===== config.mk =====
export PLATFORM = sky130hd
export DESIGN_NAME = fetch_ctrl_flat
export DESIGN_NICKNAME = d
export VERILOG_FILES = /design/src/rtl/fetch_pkg.sv /design/src/rtl/fetch_ctrl_if.sv /design/src/rtl/fetch_ctrl.sv /design/src/flat_wrapper.sv
export SDC_FILE = /design/constraint.sdc
export NUM_CORES = 1
export LEC_CHECK = 0
export CELL_PAD_IN_SITES_DETAIL_PLACEMENT = 1
export CELL_PAD_IN_SITES_GLOBAL_PLACEMENT = 1
export CORE_ASPECT_RATIO = 0.6
export CORE_MARGIN = 2
export CORE_UTILIZATION = 29
export CTS_BUF_LIST = sky130_fd_sc_hd__clkbuf_8 sky130_fd_sc_hd__clkbuf_16
export CTS_CLUSTER_DIAMETER = 60
export DETAILED_ROUTE_END_ITERATION = 12
export HOLD_SLACK_MARGIN = 0.12
export MAX_ROUTING_LAYER = met4
export PLACE_DENSITY = 0.84
export RECOVER_POWER = 100
export SLEW_MARGIN = 20
export SYNTH_ARGS = -nofsm -noshare
export SYNTH_HDL_FRONTEND = slang
export SYNTH_SLANG_ARGS = --single-unit
export TNS_END_PERCENT = 50

===== constraint.sdc =====
create_clock -name clk -period 1.6 [get_ports clk]
set_input_delay 0.24 -clock clk [delete_from_list [all_inputs] [get_ports clk]]
set_output_delay 0.24 -clock clk [all_outputs]
set_load 0.05 [all_outputs]

===== src/rtl/fetch_pkg.sv =====
// Shared fetch-stage definitions: FSM state encoding and the PC reset value.
// Imported by the fetch controller, the hazard unit and the testbench.
package fetch_pkg;

  typedef enum logic [2:0] {
    IDLE  = 3'd0,
    FETCH = 3'd1,
    WAIT  = 3'd2,
    VALID = 3'd3,
    DROP  = 3'd4
  } fetch_state_e;

  localparam int unsigned PC_RESET = 0;

endpackage : fetch_pkg


===== src/rtl/fetch_ctrl_if.sv =====
// Instruction-memory port: single-outstanding request strobe plus response.
// The fetch controller is the master; the memory is the slave.
interface fetch_ctrl_if #(
  parameter int XLEN    = 32,
  parameter int PC_BITS = 5
) ();

  logic               imem_req;
  logic [PC_BITS-1:0] imem_addr;
  logic               imem_rvalid;
  logic [XLEN-1:0]    imem_rdata;

  modport master (
    output imem_req,
    output imem_addr,
    input  imem_rvalid,
    input  imem_rdata
  );

  modport slave (
    input  imem_req,
    input  imem_addr,
    output imem_rvalid,
    output imem_rdata
  );

endinterface : fetch_ctrl_if


===== src/rtl/fetch_ctrl.sv =====
// Fetch-stage controller: owns the fetch PC, issues one instruction-memory
// request at a time, holds the returned instruction for the F/D register,
// and handles decode stalls, redirects and stale-response discard.
module fetch_ctrl
  import fetch_pkg::*;
#(
  parameter int XLEN    = 32,
  parameter int PC_BITS = 5
) (
  input  logic               clk,
  input  logic               rst_n,
  fetch_ctrl_if.master       imem,
  input  logic               stall_i,
  input  logic               redirect_i,
  input  logic [PC_BITS-1:0] redirect_pc_i,
  output logic [PC_BITS-1:0] F_pc,
  output logic [XLEN-1:0]    F_inst,
  output logic               F_valid,
  output logic               fd_en,
  output logic               fd_flush
);

  fetch_state_e       state_q, state_d;
  logic [PC_BITS-1:0] pc_q, pc_d;
  logic [PC_BITS-1:0] pc_plus1;
  logic [PC_BITS-1:0] f_pc_d;
  logic [XLEN-1:0]    f_inst_d;
  logic               f_valid_d;

  // Wraps modulo 2^PC_BITS by plain truncation; no overflow flag.
  assign pc_plus1 = pc_q + PC_BITS'(1);

  // The held instruction is consumed whenever decode accepts it and no flush
  // is in progress; a redirect turns the F/D register into a bubble instead.
  assign fd_en    = F_valid & ~stall_i & ~redirect_i;
  assign fd_flush = redirect_i & (state_q != IDLE);

  // Next-state, next-datapath and memory-request decode.
  always_comb begin
    // NOTE: every variable written here gets a default first, so no path
    // through the case can leave one unassigned and infer a latch.
    state_d        = state_q;
    pc_d           = pc_q;
    f_pc_d         = F_pc;
    f_inst_d       = F_inst;
    f_valid_d      = F_valid;
    imem.imem_req  = 1'b0;
    imem.imem_addr = '0;

    unique case (state_q)
      IDLE: state_d = FETCH;

      FETCH: begin
        if (redirect_i) begin
          // Suppress this cycle's request and retry at the new PC.
          pc_d    = redirect_pc_i;
          state_d = FETCH;
        end else begin
          imem.imem_req  = 1'b1;
          imem.imem_addr = pc_q;
          state_d        = WAIT;
        end
      end

      WAIT: begin
        if (redirect_i) begin
          // A response already arriving is simply dropped; otherwise the
          // in-flight one must be swallowed in DROP before refetching.
          pc_d      = redirect_pc_i;
          f_valid_d = 1'b0;
          state_d   = imem.imem_rvalid ? FETCH : DROP;
        end else if (imem.imem_rvalid) begin
          f_inst_d  = imem.imem_rdata;
          f_pc_d    = pc_q;
          f_valid_d = 1'b1;
          state_d   = VALID;
        end
      end

      VALID: begin
        if (redirect_i) begin
          pc_d      = redirect_pc_i;
          f_valid_d = 1'b0;
          state_d   = FETCH;
        end else if (!stall_i) begin
          // Consumed this cycle: request the successor immediately.
          pc_d           = pc_plus1;
          f_valid_d      = 1'b0;
          imem.imem_req  = 1'b1;
          imem.imem_addr = pc_plus1;
          state_d        = WAIT;
        end
      end

      DROP: begin
        if (redirect_i) begin
          pc_d = redirect_pc_i;
        end
        if (imem.imem_rvalid) begin
          state_d = FETCH;
        end
      end

      default: state_d = IDLE;
    endcase
  end

  // FSM state register.
  always_ff @(posedge clk or negedge rst_n) begin
    // NOTE: sequential state uses non-blocking assignments so every register
    // samples the pre-edge values, independent of block ordering.
    if (!rst_n) begin
      state_q <= IDLE;
    end else begin
      state_q <= state_d;
    end
  end

  // PC and F/D-facing instruction holding registers.
  always_ff @(posedge clk or negedge rst_n) begin
    if (!rst_n) begin
      pc_q    <= PC_BITS'(PC_RESET);
      F_pc    <= '0;
      F_inst  <= '0;
      F_valid <= 1'b0;
    end else begin
      pc_q    <= pc_d;
      F_pc    <= f_pc_d;
      F_inst  <= f_inst_d;
      F_valid <= f_valid_d;
    end
  end

endmodule : fetch_ctrl


===== src/flat_wrapper.sv =====
// flat-port wrapper written by rule: the top's interface ports become plain ports
module fetch_ctrl_flat import fetch_pkg::*;
#(
  parameter int XLEN    = 32,
  parameter int PC_BITS = 5
)
  (clk, rst_n, stall_i, redirect_i, redirect_pc_i, F_pc, F_inst, F_valid, fd_en, fd_flush, imem_imem_req, imem_imem_addr, imem_imem_rvalid, imem_imem_rdata);
  fetch_ctrl_if #(.XLEN(XLEN), .PC_BITS(PC_BITS)) imem_i ();
  input  logic clk;
  input  logic rst_n;
  input  logic stall_i;
  input  logic redirect_i;
  input  logic [PC_BITS-1:0] redirect_pc_i;
  output logic [PC_BITS-1:0] F_pc;
  output logic [XLEN-1:0] F_inst;
  output logic F_valid;
  output logic fd_en;
  output logic fd_flush;
  output wire logic [$bits(imem_i.imem_req)-1:0] imem_imem_req;
  output wire logic [$bits(imem_i.imem_addr)-1:0] imem_imem_addr;
  input wire logic [$bits(imem_i.imem_rvalid)-1:0] imem_imem_rvalid;
  input wire logic [$bits(imem_i.imem_rdata)-1:0] imem_imem_rdata;
  assign imem_imem_req = imem_i.imem_req;
  assign imem_imem_addr = imem_i.imem_addr;
  assign imem_i.imem_rvalid = imem_imem_rvalid;
  assign imem_i.imem_rdata = imem_imem_rdata;
  fetch_ctrl #(.XLEN(XLEN), .PC_BITS(PC_BITS)) u_core (.clk(clk), .rst_n(rst_n), .imem(imem_i), .stall_i(stall_i), .redirect_i(redirect_i), .redirect_pc_i(redirect_pc_i), .F_pc(F_pc), .F_inst(F_inst), .F_valid(F_valid), .fd_en(fd_en), .fd_flush(fd_flush));
endmodule

==> results of run 1 <==
## timing repair
action                                  CTS  global route
resized for setup                        18            14
endpoints found under the setup margin   11            23
pin swaps                                 6            10
hold buffers                              1             0
buffers inserted                          1             6
endpoints found under the hold margin    46             0
## metal layers
layer	track usage (%)	vias to the layer above	routed length, um
met5	-	-	0
met2	22.55	66	2634
met1	21.53	847	2855
met4	2.439	0	39
li1	-	824	-
met3	4.253	5	408
## cell usage in the layout (no fill, tap or decap), types with 5 or more instances in the layout
cell type / count
buf_12: 9
clkbuf_1: 13
clkdlybuf4s50_1: 39
nand3_1: 5
mux2_2: 36
nand2_1: 5
dfrtp_1: 44
buf_4: 46
inv_1: 11
clkbuf_16: 5
nor2_1: 6
buf_6: 7
## metrics by stage
stage | cell area [sq um] | std cells | setup TNS [ps] | hold slack [ps] | setup WS, ps
after floorplan | 2151 | 166 | -292.7 | -55.59 | -179.8
after global placement | 3247 | 355 | -9074 | 244.7 | -305.4
after detailed placement | 3247 | 355 | -9864 | 248.8 | -369.4
after CTS | 3453 | 365 | -1379 | 369.8 | -243.2
after global routing | 3478 | 370 | -3620 | 417.1 | -325.2
final | 3478 | 370 | -2032 | 385.4 | -251.3
## power by group
| part | internal [mW] | leakage [nW] | switching, mW |
|---|---|---|---|
| Combinational | 1.43 | 0.933 | 2.67 |
| Clock | 0.573 | 0.0750 | 0.443 |
| Sequential | 1.70 | 0.564 | 0.316 |
## Yosys cell counts, types with 3 or more instances
cell type / number
nand2_1: 6
a21oi_1: 3
buf_2: 5
nor3_1: 3
nor2_1: 8
mux2i_1: 4
dfrtp_1: 46
o22ai_2: 3
nand3_1: 5
a21boi_0: 3
mux2_2: 36
a22oi_1: 4
inv_1: 10
o21ai_0: 5
buf_6: 3
## worst max-delay path: stages, from the launching register on
cell,delay [ps]
dfrtp_2,450
nor2_2,100
nand3b_1,220
a21boi_2,240
o21ai_2,160
buf_12,160
## flip-flops by register name, summed over array words and instances (netlist names)
| signal | flops |
|---|---|
| u_core.F_inst | 32 |
| u_core.F_pc | 5 |
| u_core.F_valid | 1 |
| u_core.pc_q | 5 |
| u_core.state_q | 3 |
## cell type report
class	instances	area, sq um	area share (%)
clock inverters	3	17.52	0.5036
inverters	10	37.54	1.079
clock buffers	5	125.1	3.597
multi-input cells	101	960.9	27.63
well taps	87	108.9	3.129
repair buffers	118	1075	30.90
flip-flops and latches	46	1154	33.17
## how the worst max path moves through the flow
stage	startpoint	endpoint
after detailed placement	redirect_i	imem_imem_addr[4]
after CTS	u_core.state_q[2]	imem_imem_addr[4]
after global routing	u_core.state_q[2]	imem_imem_addr[4]
after global placement	redirect_i	imem_imem_addr[4]
after floorplan	u_core.state_q[2]	imem_imem_addr[4]
final	u_core.state_q[2]	imem_imem_addr[4]
## kinds of logic (layout without fill, tap and decap cells)
| kind of cell | after synthesis | in the layout |
|---|---|---|
| xor+xnor | 1 | 1 |
| buf+inv | 19 | 136 |
| fa+ha+maj | 1 | 1 |
| flops | 46 | 46 |
| compound gates | 29 | 29 |
| simple gates | 30 | 30 |
| mux | 40 | 40 |
==> summary.txt, run 1 <==
Run status = finished with violations
Vias in the first global route = 1,869
Share of cells above drive strength 1 = 48.06%
CTS sink count = 46
Final setup margin = -251.3 ps
Tot GR Track Use = 15.35%
Final Hold Vio Count = 0
Antenna-violating nets left = 0
Antenna cell count = 0
DRC = 0
Maximum fanout along the worst path = 5
Die height = 69.97 um
Initial antenna violation count = 0
Clk_skew = 3.949 ps
Largest net degree at the start of global routing = 47
Max rail drop VDD = 691.5 uV
Setup Crit Path Kind = reg2out
Fmax = 0.5402 GHz
Synth Flop Type = dfrtp_1
Crit path capture type = primary output
Reg-to-Reg Start = u_core.state_q[2]
FF-to-FF End = u_core.pc_q[2]
Worst EP arrival = 1610 ps
Reg2Reg Setup Slack = -140 ps
Hold Path Class = in2reg
H-tree lvl count = 2
Die Footprint = 0.007972 sq mm
Starting DRT DRC Count = 41
Register area share after synthesis = 54.73%
Xor/xnor share of the synthesized area = 0.4164%
Req. time, crit path = 1360 ps
Hold path cells = 2
Violated checks = negative setup slack
NumNets Final = 325
Overall routed net length = 5.937 mm
Post-Synth Adder-Cell Area = 0.5949%
Num ports = 88
Compound-Gate Fraction of Synth Area = 11.24%
Post-synth top area cell = dfrtp_1
Clk Latency, worst-skew pair = 290 ps
Post-synth top area share = 54.73%
PortBufs = 87
Worst-margin pin slew = 654.3 ps
Clk root buf = clkbuf_16
Cells after synthesis = 166
Clock slew at reported path FFs = 60 ps
Simple-Gate Fraction of Synth Area = 7.079%
Number of synthesis warnings = 0
Post-synth ARST share = 100.0%
Clk buf depth = 2
RSZ-0062 raised after global routing = true
EDFF count, synth = 0
Util after Layout = 50.79%
Synthesized area per cell = 12.67 sq um
Synth unique cells = 37
Site Rows = 23
FF+latch count, synth = 46
Drt wl/cell = 16.05 um
Width of the chip = 113.9 um
Vias per inst = 4.708
Max-Cap Viols = 0
Hold Crit Start = redirect_i
Inserted Clock Buffers = 5
First-pass GRT wire length = 9.342 mm
Fill count = 732
PD cells = 2050 mW/mm^2
Worst Reg-to-Reg Cells = 7
Detailed placer's ending HPWL = 4.423 mm
Routed via count = 1,742
DR pass1 iterations = 3
Mapped cell area = 0.002103 sq mm
Combinational family with the most area after synthesis = multiplexers
P&R area growth vs syn = 65.38%
Overflow after GRT = 0
Core Region = 0.006849 sq mm
Pins Over Slew Limit = 0
Slew margin rel. = 56.38%
Worst Hold Endpoint = u_core.state_q[1]
Final setup fails = 12
Synth area leaders = dfrtp_1 55%, mux2_2 19%, mux2i_1 1.9%, inv_1 1.8%, o22ai_2 1.8%
Total power = 7.132 mW
Setup crit start kind = flip-flop
Final Wtd Congestion = 0.8615
Syn nets = 209
Mux contribution to synthesized area = 21.18%
Initial core utilization = 30.71%
Post-layout min period = 1851 ps
Period utilization = 115.7%
Leakage power = 1.572 nW
TritonCTS clock tree = yes
No activity file was read; power rests on OpenSTA's default activity.
==> inputs of run 2 (changes only) <==
--- a/config.mk
+++ b/config.mk
@@ -9,13 +9,13 @@
 export CELL_PAD_IN_SITES_GLOBAL_PLACEMENT = 1
 export CORE_ASPECT_RATIO = 0.6
 export CORE_MARGIN = 2
-export CORE_UTILIZATION = 29
+export CORE_UTILIZATION = 32
 export CTS_BUF_LIST = sky130_fd_sc_hd__clkbuf_8 sky130_fd_sc_hd__clkbuf_16
 export CTS_CLUSTER_DIAMETER = 60
 export DETAILED_ROUTE_END_ITERATION = 12
 export HOLD_SLACK_MARGIN = 0.12
 export MAX_ROUTING_LAYER = met4
-export PLACE_DENSITY = 0.84
+export PLACE_DENSITY = 0.87
 export RECOVER_POWER = 100
 export SLEW_MARGIN = 20
 export SYNTH_ARGS = -nofsm -noshare
==> constraint.sdc (replaced) <==
create_clock -name clk -period 1.9 [get_ports clk]
set_input_delay 0.285 -clock clk [delete_from_list [all_inputs] [get_ports clk]]
set_output_delay 0.285 -clock clk [all_outputs]
set_load 0.05 [all_outputs]
==> run 2 against run 1 <==
Net effect: the flow still finishes with violations (negative setup slack); clock-buffer cell count is the same; via count is 1.3% lower; die area fell by 8.9%; first-iteration DRC count is 15% higher; largest cell class is now buffers; largest power group unchanged.
==> summary.txt, run 2 (synthesis gave the netlist of run 1 again) <==
Violated checks = negative setup slack
Hold Crit Start = u_core.F_pc[1]
Vias in the first global route = 1,885
P&R area growth vs syn = 66.09%
Period utilization = 100.0%
Met2 Use GR = 28.52%
Hold Path Class = reg2reg
Placed insts = 345
Clk buf depth = 2
RSZ-0062 raised after global routing = true
Share of cells above drive strength 1 = 36.07%
Starting DRT DRC Count = 47
Biggest regs = u_core.F_inst (32), u_core.F_pc (5), u_core.pc_q (5)
Crit-path cells = nor2_4 -> nand3b_1 -> buf_6 -> o21ai_1 -> buf_12
Clk root buf = clkbuf_8
TritonCTS clock tree = yes
FF-to-FF End = u_core.pc_q[2]
PortBufs = 87
Leakage power = 1.524 nW
Fmax = 0.5262 GHz
Clk_skew = 4.528 ps
Maximum fanout along the worst path = 4
Grt met3 use = 5.284%
Worst Hold Endpoint = u_core.F_pc[1]
Slowest library cell on the worst path = dfrtp_2
Final Hold Vio Count = 0
Run status = finished with violations
Max incr delay on CP = 450 ps
Antenna cell count = 0
Fill count = 661
Worst-margin pin slew = 1280 ps
Crit path from = u_core.state_q[2]
Die Footprint = 0.007259 sq mm
Worst slack, placed = -177.1 ps
PD cells = 1702 mW/mm^2
Slew margin rel. = 14.69%
Die height = 66.80 um
Max-Cap Viols = 0
Setup Crit Path Kind = reg2out
Max reg flops = 32
Max rail drop VDD = 787.4 uV
H-tree lvl count = 2
Final setup fails = 1
Initial antenna violation count = 0
Width of the chip = 108.7 um
Routed via count = 1,720
DRC = 0
Overflow after GRT = 0
Final Wtd Congestion = 0.8058
Initial core utilization = 33.81%
Reg-to-Reg Start = u_core.state_q[2]
Met1 usage in global routing = 23.80%
Worst EP arrival = 1620 ps
Non-Filler Instances = 364
Most frequent cells in the layout = 76 x clkdlybuf4s50_1, 43 x dfrtp_1, 36 x mux2_2
Site Rows = 22
Core Region = 0.006221 sq mm
Largest Register = u_core.F_inst
Setup crit start kind = flip-flop
DR pass1 iterations = 4
Antenna-violating nets left = 0
Pins Over Slew Limit = 0
Tot GR Track Use = 18.43%
Overall routed net length = 5.943 mm
Grt peak-use layer = met2
Vias per inst = 4.725
Detailed placer's ending HPWL = 4.380 mm
CTS sink count = 46
Clk Latency, worst-skew pair = 300 ps
Inserted Clock Buffers = 5
Clock slew at reported path FFs = 90 ps
Commonest non-fill, non-tap cell in the layout = clkdlybuf4s50_1
Hold path cells = 2
Largest net degree at the start of global routing = 27
Reg2Reg Setup Slack = 80 ps
NumNets Final = 322
Num ports = 88
Crit path capture type = primary output
Worst Reg-to-Reg Cells = 7
First-pass GRT wire length = 9.694 mm
Req. time, crit path = 1620 ps
Final setup margin = -0.5844 ps
Post-layout min period = 1901 ps
Drt wl/cell = 16.33 um
## run 2: cell count changes in the layout (fill, tap and decap cells not counted), sizes merged
cell           delta
clkdlybuf4s50    +37
buf              -27
clkbuf           -13
## run 2: power breakdown
| group | total (mW) | internal [mW] | switching (mW) |
|---|---|---|---|
| sequential | 1.69 | 1.43 | 0.255 |
| clock | 0.603 | 0.255 | 0.348 |
| combinational | 3.66 | 1.43 | 2.23 |
| total | 5.95 | 3.12 | 2.83 |
## run 2: critical path: cells and delay by family, from the launching register on
family	cells	cell delay, ps
compound gates	1	220
buf+inv	2	350
flops	1	450
simple gates	2	300
## run 2: what timing repair did
item / CTS / global route
gates resized for setup: 17 / 5
endpoints found under the setup margin: 7 / 6
setup buffers: 6 / 4
hold endpoints to repair: 20 / 0
pin swaps: 4 / 3
cloned: 0 / 0
hold buffers: 1 / 0
## run 2: layout make-up
class / instances / area (sq um) / share of cell area [%]
clock inverter: 3 / 17.52 / 0.5014
multi-input combinational: 101 / 902.1 / 25.82
timing repair buffer: 115 / 1207 / 34.56
clock buffer: 5 / 68.82 / 1.970
tap: 84 / 105.1 / 3.009
sequential: 46 / 1155 / 33.06
inverter: 10 / 37.54 / 1.074
## run 2: how the worst max path moves through the flow
stage / to / slack, ps / depth (start not counted)
2_1_floorplan: imem_imem_addr[4] / -260 / 6
3_3_place_gp: imem_imem_addr[4] / -130 / 6
3_5_place_dp: imem_imem_addr[4] / -180 / 6
4_1_cts: imem_imem_addr[2] / -7 / 5
5_1_grt: imem_imem_addr[3] / -90 / 5
6_report: imem_imem_addr[1] / -0.6 / 5
## run 2: stage by stage
| stage | power (mW) | cell area, sq um | TNS (ps) | utilization, % | hold WS (ps) |
|---|---|---|---|---|---|
| after floorplan | 3.913 | 2110 | -697.1 | - | -10.59 |
| after global routing | 6.279 | 3493 | -523.1 | 56.15 | 524.4 |
| final | 5.946 | 3493 | -0.5844 | 56.15 | 503.3 |
| after CTS | 5.968 | 3451 | -6.763 | 55.47 | 508.7 |
| after global placement | 5.199 | 3273 | -408.7 | 52.61 | 290.8 |
| after detailed placement | 5.285 | 3273 | -697.7 | 52.61 | 301.0 |
## run 2: per-layer routing
layer / vias up / share of wire (%) / wire, um
met2: 62 / 46 / 2725
met3: 6 / 7.5 / 444
li1: 812 / - / -
met5: - / 0 / 0
met4: 0 / 0.77 / 46
met1: 840 / 46 / 2726
==> inputs of run 3 (changes only) <==
--- a/config.mk
+++ b/config.mk
@@ -5,17 +5,17 @@
 export SDC_FILE = /design/constraint.sdc
 export NUM_CORES = 1
 export LEC_CHECK = 0
+export ABC_AREA = 1
 export CELL_PAD_IN_SITES_DETAIL_PLACEMENT = 1
 export CELL_PAD_IN_SITES_GLOBAL_PLACEMENT = 1
 export CORE_ASPECT_RATIO = 0.6
 export CORE_MARGIN = 2
-export CORE_UTILIZATION = 32
+export CORE_UTILIZATION = 31
 export CTS_BUF_LIST = sky130_fd_sc_hd__clkbuf_8 sky130_fd_sc_hd__clkbuf_16
 export CTS_CLUSTER_DIAMETER = 60
 export DETAILED_ROUTE_END_ITERATION = 12
 export HOLD_SLACK_MARGIN = 0.12
-export MAX_ROUTING_LAYER = met4
-export PLACE_DENSITY = 0.87
+export PLACE_DENSITY = 0.89
 export RECOVER_POWER = 100
 export SLEW_MARGIN = 20
 export SYNTH_ARGS = -nofsm -noshare
==> run 3 against run 2 <==
Net effect: the flow now finishes without violations; setup slack gained 58 ps; register-to-register slack gained 80 ps; design area is 2.0% higher; sequential share of layout area decreased by 0.67 points; first-iteration DRC count up 36%; total power rose by 7.7%; area after synthesis up 7.0%; critical path type unchanged; utilization down 4.1 points.
==> summary.txt, run 3 <==
Area after DPL = 0.003349 sq mm
Clk_skew = 5.337 ps
Final Wtd Congestion = 0.8710
Max reg flops = 32
Fmax = 0.5426 GHz
RSZ-0062 raised after global routing = true
CP top delay family = buffers and inverters
Util after Layout = 52.01%
Sequential share of power = 27.0%
Worst Reg-to-Reg Cells = 8
Post-route cell area = 0.003562 sq mm
Register area share after synthesis = 51.17%
Overflow after GRT = 0
Post-Synth Adder-Cell Area = 0.5562%
Synth unique cells = 23
Pins Over Slew Limit = 0
Reg-to-Reg Start = u_core.state_q[2]
Drt wl/cell = 15.80 um
Commonest cells post-synth = 127 x nand2_1, 46 x dfrtp_1, 44 x nand3_1
Crit-path cells = dlygate4sd3_1
Largest net degree at the start of global routing = 28
Die height = 69.99 um
Largest Register = u_core.F_inst
Width of the chip = 114.0 um
Synth Flop Type = dfrtp_1
Max incr delay on CP = 920 ps
Leakage power = 1.795 nW
P&R area growth vs syn = 58.34%
DRC = 0
Most frequent cells in the layout = 127 x nand2_1, 44 x clkdlybuf4s50_1, 44 x dfrtp_1
Combinational power share = 57.4%
Commonest non-fill, non-tap cell in the layout = nand2_1
Max-Cap Viols = 0
Post-layout min period = 1843 ps
Slowest library cell on the worst path = dlygate4sd3_1
Non-Filler Instances = 469
Share of cells above drive strength 1 = 13.87%
EDFF count, synth = 0
Xor/xnor share of the synthesized area = 0%
Placed insts = 456
Crit path capture type = primary output
H-tree lvl count = 2
PD cells = 1798 mW/mm^2
Detailed placer's ending HPWL = 5.704 mm
Worst EP arrival = 1560 ps
Clk Latency, worst-skew pair = 280 ps
Post-synth ARST share = 100.0%
Die Footprint = 0.007977 sq mm
Switch share = 50.13%
Switching pwr = 3.210 mW
Worst hold slack = 467.3 ps
Core Region = 0.006849 sq mm
Slew margin rel. = 14.60%
Count leader, synth = nand2_1
Syn nets = 323
Clock slew at reported path FFs = 70 ps
Period utilization = 97.00%
Post-synth top area share = 51.17%
Worst-margin pin slew = 1281 ps
Antenna cell count = 0
First-pass GRT wire length = 11.99 mm
FF-to-FF End = u_core.state_q[0]
Setup crit start kind = flip-flop
Max rail drop VDD = 776.5 uV
Site Rows = 23
Clock network power share = 15.6%
Starting DRT DRC Count = 64
Synthesized area per cell = 8.034 sq um
CTS sink count = 46
Mux contribution to synthesized area = 0%
Tot GR Track Use = 19.24%
Setup Crit Path Kind = reg2out
Cells after synthesis = 280
Final Hold Vio Count = 0
Post-synth top area cell = dfrtp_1
Cell internal pwr = 3.193 mW
NumNets Final = 424
Initial core utilization = 32.85%
Overall routed net length = 7.408 mm
WP depth = 1
CP endpoint = F_pc[0]
Final setup fails = 0
Buf+Inv Stages, Crit Path = 1
Simple-Gate Fraction of Synth Area = 35.37%
Crit path from = u_core.F_pc[0]
Biggest regs = u_core.F_inst (32), u_core.F_pc (5), u_core.pc_q (5)
Inserted Clock Buffers = 5
Clk root buf = clkbuf_16
Hold Path Class = reg2reg
PortBufs = 87
Run status = finished clean
TritonCTS clock tree = yes
Maximum fanout along the worst path = 2
Compound-Gate Fraction of Synth Area = 6.007%
Number of synthesis warnings = 0
Total power = 6.403 mW
Vias in the first global route = 2,330
Req. time, crit path = 1620 ps
Synth area leaders = dfrtp_1 51%, nand2_1 21%, nand3_1 9.8%, buf_6 2.5%, o21ai_0 2.4%
Combinational family with the most area after synthesis = simple AND/OR/NAND/NOR gates
Initial antenna violation count = 0
Num ports = 88
Clk buf depth = 2
Mapped cell area = 0.002250 sq mm
Routed via count = 2,278
Vias per inst = 4.857
Reg2Reg Setup Slack = 160 ps
DR pass1 iterations = 5
Antenna-violating nets left = 0
FF+latch count, synth = 46
==> run 3: power groups by stage <==
| stage | combinational, mW | clock (mW) | sequential [mW] |
|---|---|---|---|
| 6_report | 3.67 | 0.999 | 1.73 |
| 3_5_place_dp | 3.77 | 0 | 1.75 |
| 2_1_floorplan | 1.05 | 0 | 2.99 |
| 4_1_cts | 3.85 | 1.04 | 1.74 |
| 5_1_grt | 3.93 | 1.08 | 1.79 |
| 3_3_place_gp | 3.66 | 0 | 1.72 |
==> run 3: cell type report <==
class / count / area, sq um
Clock buffer: 5 / 125.1
Clock inverter: 3 / 43.79
Fill cell: 822 / 3287
Inverter: 16 / 60.06
Multi-Input combinational cell: 206 / 960.9
Sequential cell: 46 / 1154
Tap cell: 87 / 108.9
Timing Repair Buffer: 106 / 1110
==> run 3: cells by family (layout without fill, tap and decap cells) <==
family | Yosys count | in the layout
adder cells (fa/ha/maj) | 1 | 1
AND/OR/NAND/NOR | 184 | 184
buffers and inverters | 28 | 130
AO/OA/AOI/OAI | 21 | 21
flip-flops | 46 | 46
==> run 3: per-layer routing <==
metal / GRT usage, % / wire [um] / vias up
met1: 24.31 / 3365 / 1106
met5: 0 / 0 / -
li1: - / - / 1104
met3: 6.771 / 542 / 2
met2: 32.08 / 3472 / 66
met4: 3.659 / 27 / 0
==> run 3: worst min-delay path by stage <==
stage	startpoint	endpoint	cells past startpoint	slack, ps
after floorplan	rst_n	u_core.F_inst[0]	0	-10
after global placement	rst_n	u_core.F_pc[2]	1	290
after detailed placement	rst_n	u_core.F_pc[4]	1	300
after CTS	u_core.F_inst[10]	u_core.F_inst[10]	2	480
after global routing	u_core.F_inst[10]	u_core.F_inst[10]	2	500
final	u_core.F_inst[10]	u_core.F_inst[10]	2	470
==> run 3: timing repair <==
item	in CTS	in global routing
hold buffers	1	0
endpoints found under the hold margin	21	0
endpoints found under the setup margin	5	6
resized for setup	8	9
setup buffers	1	3
==> run 3: metrics by stage <==
stage | setup slack, ps | TNS [ps]
finish | 56.97 | 0
global route | -0.8342 | -1.314
CTS | -2.935 | -5.472
detailed placement | -102.4 | -265.0
global placement | -37.16 | -37.16
floorplan | -293.5 | -1019
